### config.mk
export PLATFORM = sky130hd
export DESIGN_NAME = fifo_wr_arbiter
export DESIGN_NICKNAME = d
export VERILOG_FILES = /design/src/rtl/fifo_wr_arbiter.sv
export SDC_FILE = /design/constraint.sdc
export NUM_CORES = 1
export LEC_CHECK = 0
export CORE_ASPECT_RATIO = 0.6
export CORE_MARGIN = 2
export CORE_UTILIZATION = 34
export CTS_CLUSTER_DIAMETER = 200
export DETAILED_ROUTE_END_ITERATION = 10
export PLACE_DENSITY_LB_ADDON = 0.2
export SYNTH_ARGS = -nofsm -noshare
export SYNTH_HDL_FRONTEND = slang
export SYNTH_SLANG_ARGS = --single-unit
### constraint.sdc
create_clock -name clk -period 2.01 [get_ports clk]
set_clock_uncertainty 0.2 [all_clocks]
set_input_delay 0.3015 -clock clk [delete_from_list [all_inputs] [get_ports clk]]
set_output_delay 0.3015 -clock clk [all_outputs]
set_load 0.1 [all_outputs]
### src/rtl/fifo_wr_arbiter.sv
// Round-robin burst arbiter sharing one async-FIFO write port among N_REQ
// valid/ready producers; grants up to BURST_LEN beats and stalls on wfull.
module fifo_wr_arbiter #(
   parameter int N_REQ     = 4,
   parameter int DATA_W    = 8,
   parameter int BURST_LEN = 4
) (
   input  logic                      clk,
   input  logic                      rst_n,
   input  logic [N_REQ-1:0]          req_valid,
   input  logic [N_REQ*DATA_W-1:0]   req_data,
   output logic [N_REQ-1:0]          req_ready,
   input  logic                      wfull,
   output logic                      winc,
   output logic [DATA_W-1:0]         wdata,
   output logic                      grant_valid,
   output logic [$clog2(N_REQ)-1:0]  grant_id
);

   localparam int          ID_W  = $clog2(N_REQ);
   localparam int          CNT_W = $clog2(BURST_LEN + 1);
   localparam int unsigned NR    = N_REQ;

   localparam logic ST_IDLE  = 1'b0;
   localparam logic ST_BURST = 1'b1;

   logic             state;
   logic [CNT_W-1:0] beat_cnt;
   logic [ID_W-1:0]  last_id;
   logic [ID_W-1:0]  sel_id;
   logic             in_burst;
   logic             cur_valid;
   logic             burst_end;

   // Scan starts just past the previous winner so it ends up lowest priority.
   always_comb begin
      logic        found;
      int unsigned idx;
      found  = 1'b0;
      sel_id = '0;
      idx    = 0;
      for (int unsigned k = 1; k <= NR; k++) begin
         idx = (32'(last_id) + k) % NR;
         if (!found && req_valid[idx]) begin
            found  = 1'b1;
            sel_id = idx[ID_W-1:0];
         end
      end
   end

   always_comb begin
      in_burst  = (state == ST_BURST);
      cur_valid = req_valid[grant_id];
      req_ready = '0;
      if (in_burst)
         req_ready[grant_id] = ~wfull;
      winc        = in_burst & cur_valid & ~wfull;
      wdata       = in_burst ? req_data[grant_id*DATA_W +: DATA_W] : '0;
      grant_valid = in_burst;
      burst_end   = ~cur_valid | (winc & (beat_cnt == CNT_W'(BURST_LEN - 1)));
   end

   always_ff @(posedge clk or negedge rst_n) begin
      if (!rst_n) begin
         state    <= ST_IDLE;
         grant_id <= '0;
         beat_cnt <= '0;
         last_id  <= ID_W'(N_REQ - 1);
      end else begin
         case (state)
            ST_IDLE: begin
               if (|req_valid) begin
                  grant_id <= sel_id;
                  beat_cnt <= '0;
                  state    <= ST_BURST;
               end
            end
            default: begin
               if (burst_end) begin
                  state   <= ST_IDLE;
                  last_id <= grant_id;
               end else if (winc) begin
                  beat_cnt <= beat_cnt + 1'b1;
               end
            end
         endcase
      end
   end

endmodule

# Word-level counts from Yosys, hierarchy flattened
# Index checks and enable logic that the tools add are counted.
[totals]
latch_bits = 0
ramBits = 0
mem_count = 0
inputBits = 39
mem_bits_ro = 0
out_inout_bits = 16
register_bits = 8
[op_classes]
add_sub_neg = 5
order_cmp = 6
n_reduce_logical = 12
n_mul = 0
bitwise_logic = 8
n_eq_ne = 3
shift = 1
n_mux = 28
div = 0
[ops]
columns = ["op", "n"]
rows = [
  ["$shiftx A32 B6 Y8", 1],
  ["$lt A2 B3 Y1 const B", 5],
  ["$mux W1", 12],
  ["$mux W3", 4],
  ["$bmux W1 S2", 5],
  ["$mux W2", 4],
  ["$mux W8", 1],
  ["$add A2 B1 Y2 const B", 2],
  ["$add A2 B2 Y2 const B", 2],
  ["$and A4 B4 Y4", 1],
  ["$logic_and A1 B1 Y1", 4],
  ["$mux W4", 1],
  ["$ne A2 B2 Y1 const B", 2],
  ["$reduce_and A2 Y1", 2],
  ["$reduce_or A4 Y1", 1],
  ["$add A3 B1 Y3 const B", 1],
  ["$and A1 B1 Y1", 3],
  ["$eq A3 B2 Y1 const B", 1],
  ["$logic_not A1 Y1", 3],
  ["$not A1 Y1", 3],
  ["$reduce_and A3 Y1", 1],
  ["$demux W1 S2", 1],
  ["$ge A2 B1 Y1 const B", 1],
  ["$reduce_bool A2 Y1", 1],
  ["$or A1 B1 Y1", 1],
]

# Depth between registers and ports, before layout
# Gate-level depths: netlist of run 1.
[depth]
depth_word = 13
mapped_depth = 6
depth_no_buf = 6

# Worst setup path after synthesis of run 1
# Ideal clock, no wire load.
[synth_timing]
path_kind = "reg-to-output"
startpoint = "register grant_id[0]"
endpoint = "output req_ready[0]"
required_time_ns = 1.508
arrival_time_ns = 4.190
setup_slack_ns = -2.682
stages_incl_launch_ff = 4
n_path_buf = 2
path_cell_list = "dfrtp_1 > buf_2 > buf_2 > nor4_1"
[synth_via]
elab_chain_cells = 6
[synth_rtl]
columns = ["element", "line", "rtl"]
rows = [
  ["start, declared", "17", "output logic [$clog2(N_REQ)-1:0] grant_id"],
  ["start signal, assigned", "73", "grant_id <= sel_id;"],
  ["$lt A2 B3 Y1 (not written as such) / $ge A2 B1 Y1 (equally long branches)", "56", "req_ready[grant_id] = ~wfull;"],
  ["$logic_and A1 B1 Y1 (not written as such)", "56", ""],
  ["$mux W1 (not written as such)", "56", ""],
  ["$demux W1 S2 (*)", "56", ""],
  ["$and A4 B4 Y4 (no source line) (*)", "-", ""],
  ["$mux W4 (*)", "55", "if (in_burst)"],
  ["end, declared", "12", "output logic [N_REQ-1:0] req_ready,"],
]
# Mark *: on every way between the ends. The rest lies on a longest branch, timed or not.

# Worst setup path after layout of run 1
[layout_timing]
startpoint = "register grant_id[0]"
endpoint = "output wdata[3]"
[layout_via]
elab_chain_cells = 2
[layout_rtl]
columns = ["element", "line", "rtl"]
rows = [
  ["$shiftx A32 B6 Y8", "58", "wdata = in_burst ? req_data[grant_id*DATA_W +: DATA_W] : '0;"],
  ["$mux W8", "58", ""],
  ["end, declared", "15", "output logic [DATA_W-1:0] wdata,"],
]
# No other way between the ends.

==> qor.yml, run 1 <==
status:
  outcome: "finished, violations left"
  violations: "setup timing"
power:
  vdd_drop_max_v: 0.000993
  p_leak_uw: 0.000722
  p_per_area_nw_per_um2: 1960
logic_synthesis:
  postSynthCellCount: 76
  seq_area_frac_synth_pct: 26.3
  synth-seq-cells: 8
  ys_warn_count: 0
  syn_area_um2: 769
  syn_nets: 117
  syn_area_per_cell_um2: 10.1
  ys_types: 29
critical_path:
  path_class: "reg2out"
  worstSetupStartpoint: "grant_id[0]$_DFFE_PN0P_"
  cp_max_fo: 4
  startpoint_type: "flop"
  cp_data_arrival_time_ps: 1640
  critPathMaxStageDelay_ps: 490
  crit_chain: "buf_6, mux4_2, and2_4, buf_12"
  r2r_start: "grant_id[0]$_DFFE_PN0P_"
  critical_path_required_ps: 1510
  cp_slowest_cell: "mux4_2"
  end_kind: "output pin"
cts:
  htreeDepth: 1
  clock_path_buffers: 2
  worstSkewPairLatency_ps: 230
  cts_hold_buf: 0
  clk_pin_slew_ps: 40
  clock-sinks: 8
  cts_root_buf: "clkbuf_8"
  tritoncts: "built"
  cts_buffers: 3
sta:
  max_clock_freq_mhz: 468
  maxSlewHeadroom_pct: 65.0
  whs_ps: 159
  tightestPinTransition_ps: 519
  fin_ws_ps: -128
  period_needed_ps: 2140
  setup_viol: 10
  slew_violations: 0
  period_share_pct: 106
  rsz0062_at_grt: "true"
  hold_viol: 0
floorplanning:
  start_util_pct: 35.8
  die_h_um: 40.9
  coreArea_um2: 2150
  die_area_um2: 2670
  die_w_um: 65.4
  rows: 13
  io_pins: 55
hold_path:
  hold_path_class: "in2async"
global_routing:
  antenna_found_initial: 0
  grt_max_degree: 13
  grt_pass1_wl_um: 4100
  grt_overflow: 0
  track_usage_pct: 22.4
  grt_pass1_vias: 811
job:
  drv_cap: 0
final_layout:
  utilization_pct: 80.8
  area_growth_syn_to_layout_pct: 125
  drive_gt1_share_pct: 46.9
  nets: 189
  antenna_cells: 0
  regArea_um2: 214
  fillers: 138
  multi_input_area_um2: 566
drt:
  drcViolationCount: 0
  routed_via_density: 5.00
  wirelength_um: 2860
  firstDrtPassIters: 4
  ant_nets: 0
  vias: 885
  wl_per_cell_um: 16.1
  drt-initial-drc-count: 10
placement:
  gp_congestion: 0.841
  place_hpwl_um: 2150
  port_buffers: 54
cell usage after synthesis (all sizes together):
cell type  count  area, um2
and3b          1       8.76
a21oi          3       18.8
clkbuf         3       11.3
o211ai         1       7.51
nor2b          1       6.26
dfstp          2       52.6
or4            1       7.51
dfrtp          6        150
ha             2       25.0
inv            5       18.8
nand3          5       25.0
nor2           2       7.51
nor4           1       6.26
mux2           1       11.3
and3           1       6.26
o41ai          1       16.3
mux2i          1       10.0
nand3b         1       7.51
and2           9       56.3
nand2b         3       18.8
a31o           1       8.76
o22ai          2       12.5
o21ai          5       25.0
nand2          5       18.8
mux4           9        203
buf            3       21.3
o31a           1       8.76
repair_timing:
item                       CTS  global route
pin swaps                    3             1
resized for setup            6             1
setup buffers                8             0
setup endpoints to repair    9            12
area by class of cell:
class / count / share of cell area, %
sequential: 8 / 12.3
multi-input combinational: 57 / 32.6
tap: 30 / 2.16
timing repair buffer: 73 / 49.2
inverter: 5 / 1.08
clock buffer: 4 / 2.60
cells by family after synthesis:
family	after synthesis	synth area share, %
buffers and inverters	11	6.67
adders and majority gates	2	3.25
muxes	11	29.1
AOI/OAI and AO/OA	14	12.7
and+or+nand+nor	30	22.0
DFF	8	26.3
flip-flops by register name, indices dropped and copies added (netlist names):
register     count
beat_cnt         3
grant_valid      1
grant_id         2
last_id          2
final timing paths:
| kind | depth (start not counted) | slack, ps | to |
|---|---|---|---|
| worst min register to register | 2 | 300 | beat_cnt[2]$_DFFE_PN0P_ |
| max in group asynchronous | 1 | 1140 | last_id[1]$_DFFE_PN1P_ |
| worst max-delay path | 4 | -130 | wdata[3] |
| worst max register to register | 7 | -10 | beat_cnt[0]$_DFFE_PN0P_ |
| min in group clk | 2 | 300 | beat_cnt[2]$_DFFE_PN0P_ |
| worst min-delay path | 1 | 160 | grant_id[0]$_DFFE_PN0P_ |
per-layer routing:
metal / GRT usage (%) / share of wire [%] / vias up / routed length [um]
li1: - / - / 424 / -
met1: 28.4 / 43 / 417 / 1220
met2: 35.2 / 47 / 37 / 1350
met3: 6.87 / 7.4 / 7 / 211
met4: 12.5 / 2.5 / 0 / 70
met5: 0 / 0 / - / 0
critical path: cells and delay by family (launching register included):
kind / cells / cell delay [ps]
muxes: 1 / 490
DFF: 1 / 440
buffers and inverters: 2 / 300
and+or+nand+nor: 1 / 180
where the power goes:
part | switching (uW) | internal, uW | leakage, uW
clock | 67.0 | 138 | 0.0000228
sequential | 75.0 | 268 | 0.0000934
combinational | 1650 | 1210 | 0.000606
placed cells by master (no fill, tap or decap), drive strengths merged, types with 2 or more instances in the layout:
cell type | synthesis | final
a21oi | 3 | 3
nand2 | 5 | 5
buf | 3 | 35
nand3 | 5 | 5
nor2 | 2 | 2
dfrtp | 6 | 6
clkbuf | 3 | 4
clkdlybuf4s50 | 0 | 37
o21ai | 5 | 5
nand2b | 3 | 3
o22ai | 2 | 2
inv | 5 | 5
dfstp | 2 | 2
ha | 2 | 2
mux4 | 9 | 9
and2 | 9 | 9
stage by stage:
| step | setup WS [ps] | total power (uW) | cells | area (um2) | TNS, ps |
|---|---|---|---|---|---|
| after floorplan | -526 | 2150 | 76 | 848 | -1480 |
| after global placement | -85.9 | 3000 | 165 | 1620 | -93.9 |
| after detailed placement | -115 | 3040 | 165 | 1620 | -317 |
| after CTS | -124 | 3410 | 177 | 1730 | -975 |
| after global routing | -194 | 3540 | 177 | 1730 | -1500 |
| final | -128 | 3400 | 177 | 1730 | -1020 |
(Power assumes the default switching activity.)
==> run 2, diff against run 1 <==
--- a/config.mk
+++ b/config.mk
@@ -7,10 +7,11 @@
 export LEC_CHECK = 0
 export CORE_ASPECT_RATIO = 0.6
 export CORE_MARGIN = 2
-export CORE_UTILIZATION = 34
+export CORE_UTILIZATION = 30
 export CTS_CLUSTER_DIAMETER = 200
 export DETAILED_ROUTE_END_ITERATION = 10
 export PLACE_DENSITY_LB_ADDON = 0.2
+export SLEW_MARGIN = 20
 export SYNTH_ARGS = -nofsm -noshare
 export SYNTH_HDL_FRONTEND = slang
 export SYNTH_SLANG_ARGS = --single-unit
==> run 2 against run 1 <==
  * The run still ends with setup timing left
  * Largest cell class unchanged
  * Fmax increased by 1.2%
  * Worst hold slack got worse by 3.5 ps
  * Global-route usage decreased by 3.8 points
  * Sequential power increased by 3%
  * Count of clock-buffer cells in the layout unchanged
  * Total power decreased by 2.0%
  * Largest power group unchanged
  * Critical path type unchanged
  * Core utilization decreased by 12 points
  * Design area decreased by 1.7%
  * Sequential share of layout area increased by 0.22 points
==> qor.yml, run 2 (synthesized netlist as in run 1, its figures left out) <==
cts:
  cts_root_buf: "clkbuf_8"
  htreeDepth: 1
  clock_path_buffers: 2
  clk_pin_slew_ps: 50
  cts_buffers: 3
  cts_hold_buf: 0
  worstSkewPairLatency_ps: 230
  tritoncts: "built"
  clock-sinks: 8
drt:
  firstDrtPassIters: 4
  drcViolationCount: 0
  ant_nets: 0
  vias: 895
  wl_per_cell_um: 15.4
  routed_via_density: 5.14
  drt-initial-drc-count: 30
  wirelength_um: 2670
sta:
  hold_viol: 0
  slew_violations: 0
  whs_ps: 155
  period_share_pct: 105
  fin_ws_ps: -102
  tightestPinTransition_ps: 384
  rsz0062_at_grt: "true"
  maxSlewHeadroom_pct: 74.3
  setup_viol: 9
  max_clock_freq_mhz: 473
  period_needed_ps: 2110
final_layout:
  top_register: "beat_cnt"
  final_cell_count_no_fill: 174
  reg_top3: "beat_cnt: 3 flops, grant_id: 2 flops, last_id: 2 flops"
  utilization_pct: 69.0
  antenna_cells: 0
  layout_commonest_cell: "clkdlybuf4s50_1"
  area_growth_syn_to_layout_pct: 121
  drive_gt1_share_pct: 45.1
  nets: 184
  layout_common_cells: "34 x clkdlybuf4s50_1, 17 x buf_12, 11 x buf_4"
  largest_reg_flops: 3
job:
  drv_cap: 0
critical_path:
  end_kind: "output pin"
  cp_slowest_cell: "mux4_2"
  crit_family: "multiplexers"
  crit_chain: "buf_6, mux4_2, and2_4, buf_12"
  critical_path_required_ps: 1510
  startpoint_type: "flop"
  cp_max_fo: 6
  worst-path-buf-inv: 2
  cp_data_arrival_time_ps: 1610
  critPathMaxStageDelay_ps: 490
  path_class: "reg2out"
global_routing:
  grt_use_met3_pct: 6.18
  met2_usage_pct: 30.8
  grt_pass1_vias: 855
  grt_max_degree: 9
  grt_pass1_wl_um: 4150
  track_usage_pct: 18.6
  use_met1_pct: 23.2
  grt.busiest_layer: "met2"
  antenna_found_initial: 0
  grt_overflow: 0
status:
  violations: "setup timing"
  outcome: "finished, violations left"
floorplanning:
  die_h_um: 43.2
  coreArea_um2: 2470
  io_pins: 55
  start_util_pct: 31.2
  die_area_um2: 3000
  rows: 14
  die_w_um: 69.4
hold_path:
  hold_path_class: "in2async"
power:
  vdd_drop_max_v: 0.00105
  p_per_area_nw_per_um2: 1960
  p_leak_uw: 0.000705
placement:
  place_hpwl_um: 2100
  gp_congestion: 0.744
  dp.cells: 167
  port_buffers: 54
-- run 2: per-layer routing --
layer | part of all wire (%) | vias up | wire length [um]
met1 | 44 | 436 | 1170
met3 | 6.8 | 4 | 183
li1 | - | 416 | -
met4 | 0.79 | 0 | 21
met5 | 0 | - | 0
met2 | 48 | 39 | 1290
-- run 2: what timing repair did --
| item | in CTS | in global routing |
|---|---|---|
| buffers inserted | 3 | 0 |
| resized for setup | 7 | 1 |
| setup endpoints to repair | 10 | 14 |
| pin swaps | 9 | 0 |
| cloned | 0 | 0 |
-- run 2: cell type report --
cell class | instances | area [um2]
Clock buffer | 4 | 45.0
Fill cell | 191 | 766
Inverter | 5 | 18.8
Multi-Input combinational cell | 57 | 566
Sequential cell | 8 | 214
Tap cell | 32 | 40.0
Timing Repair Buffer | 68 | 821
-- run 2: worst paths after layout --
path,from,end,slack (ps),depth (start not counted)
hold reg to reg,beat_cnt[2]$_DFFE_PN0P_,beat_cnt[2]$_DFFE_PN0P_,300,2
hold / removal,rst_n,beat_cnt[1]$_DFFE_PN0P_,160,1
setup reg to reg,grant_id[0]$_DFFE_PN0P_,beat_cnt[0]$_DFFE_PN0P_,60,7
setup / recovery,grant_id[0]$_DFFE_PN0P_,wdata[4],-100,4
max in group asynchronous,rst_n,last_id[0]$_DFFE_PN1P_,1140,1
min in group clk,beat_cnt[2]$_DFFE_PN0P_,beat_cnt[2]$_DFFE_PN0P_,300,2
-- run 2: stage by stage --
stage | instance area [um2] | total power (uW) | TNS, ps | worst slack [ps]
after floorplan | 848 | 2150 | -1480 | -526
after global placement | 1620 | 3000 | -112 | -87.0
after detailed placement | 1620 | 3040 | -197 | -96.8
after CTS | 1700 | 3350 | -835 | -109
after global routing | 1700 | 3480 | -1310 | -158
final | 1700 | 3330 | -800 | -102
-- run 2: power breakdown --
group          total (uW)  switching (uW)  internal [uW]
Combinational        2770            1600           1160
Sequential            352            83.5            268
Clock                 213            74.8            139
-- run 2: worst register-to-register path, cell delays in order, from the launching register on --
cell and delay (ps):
dfrtp_4 490, buf_6 150, mux4_2 250, buf_4 120, buf_4 110, nand2b_1 60
or4_1 410, nand3_1 90
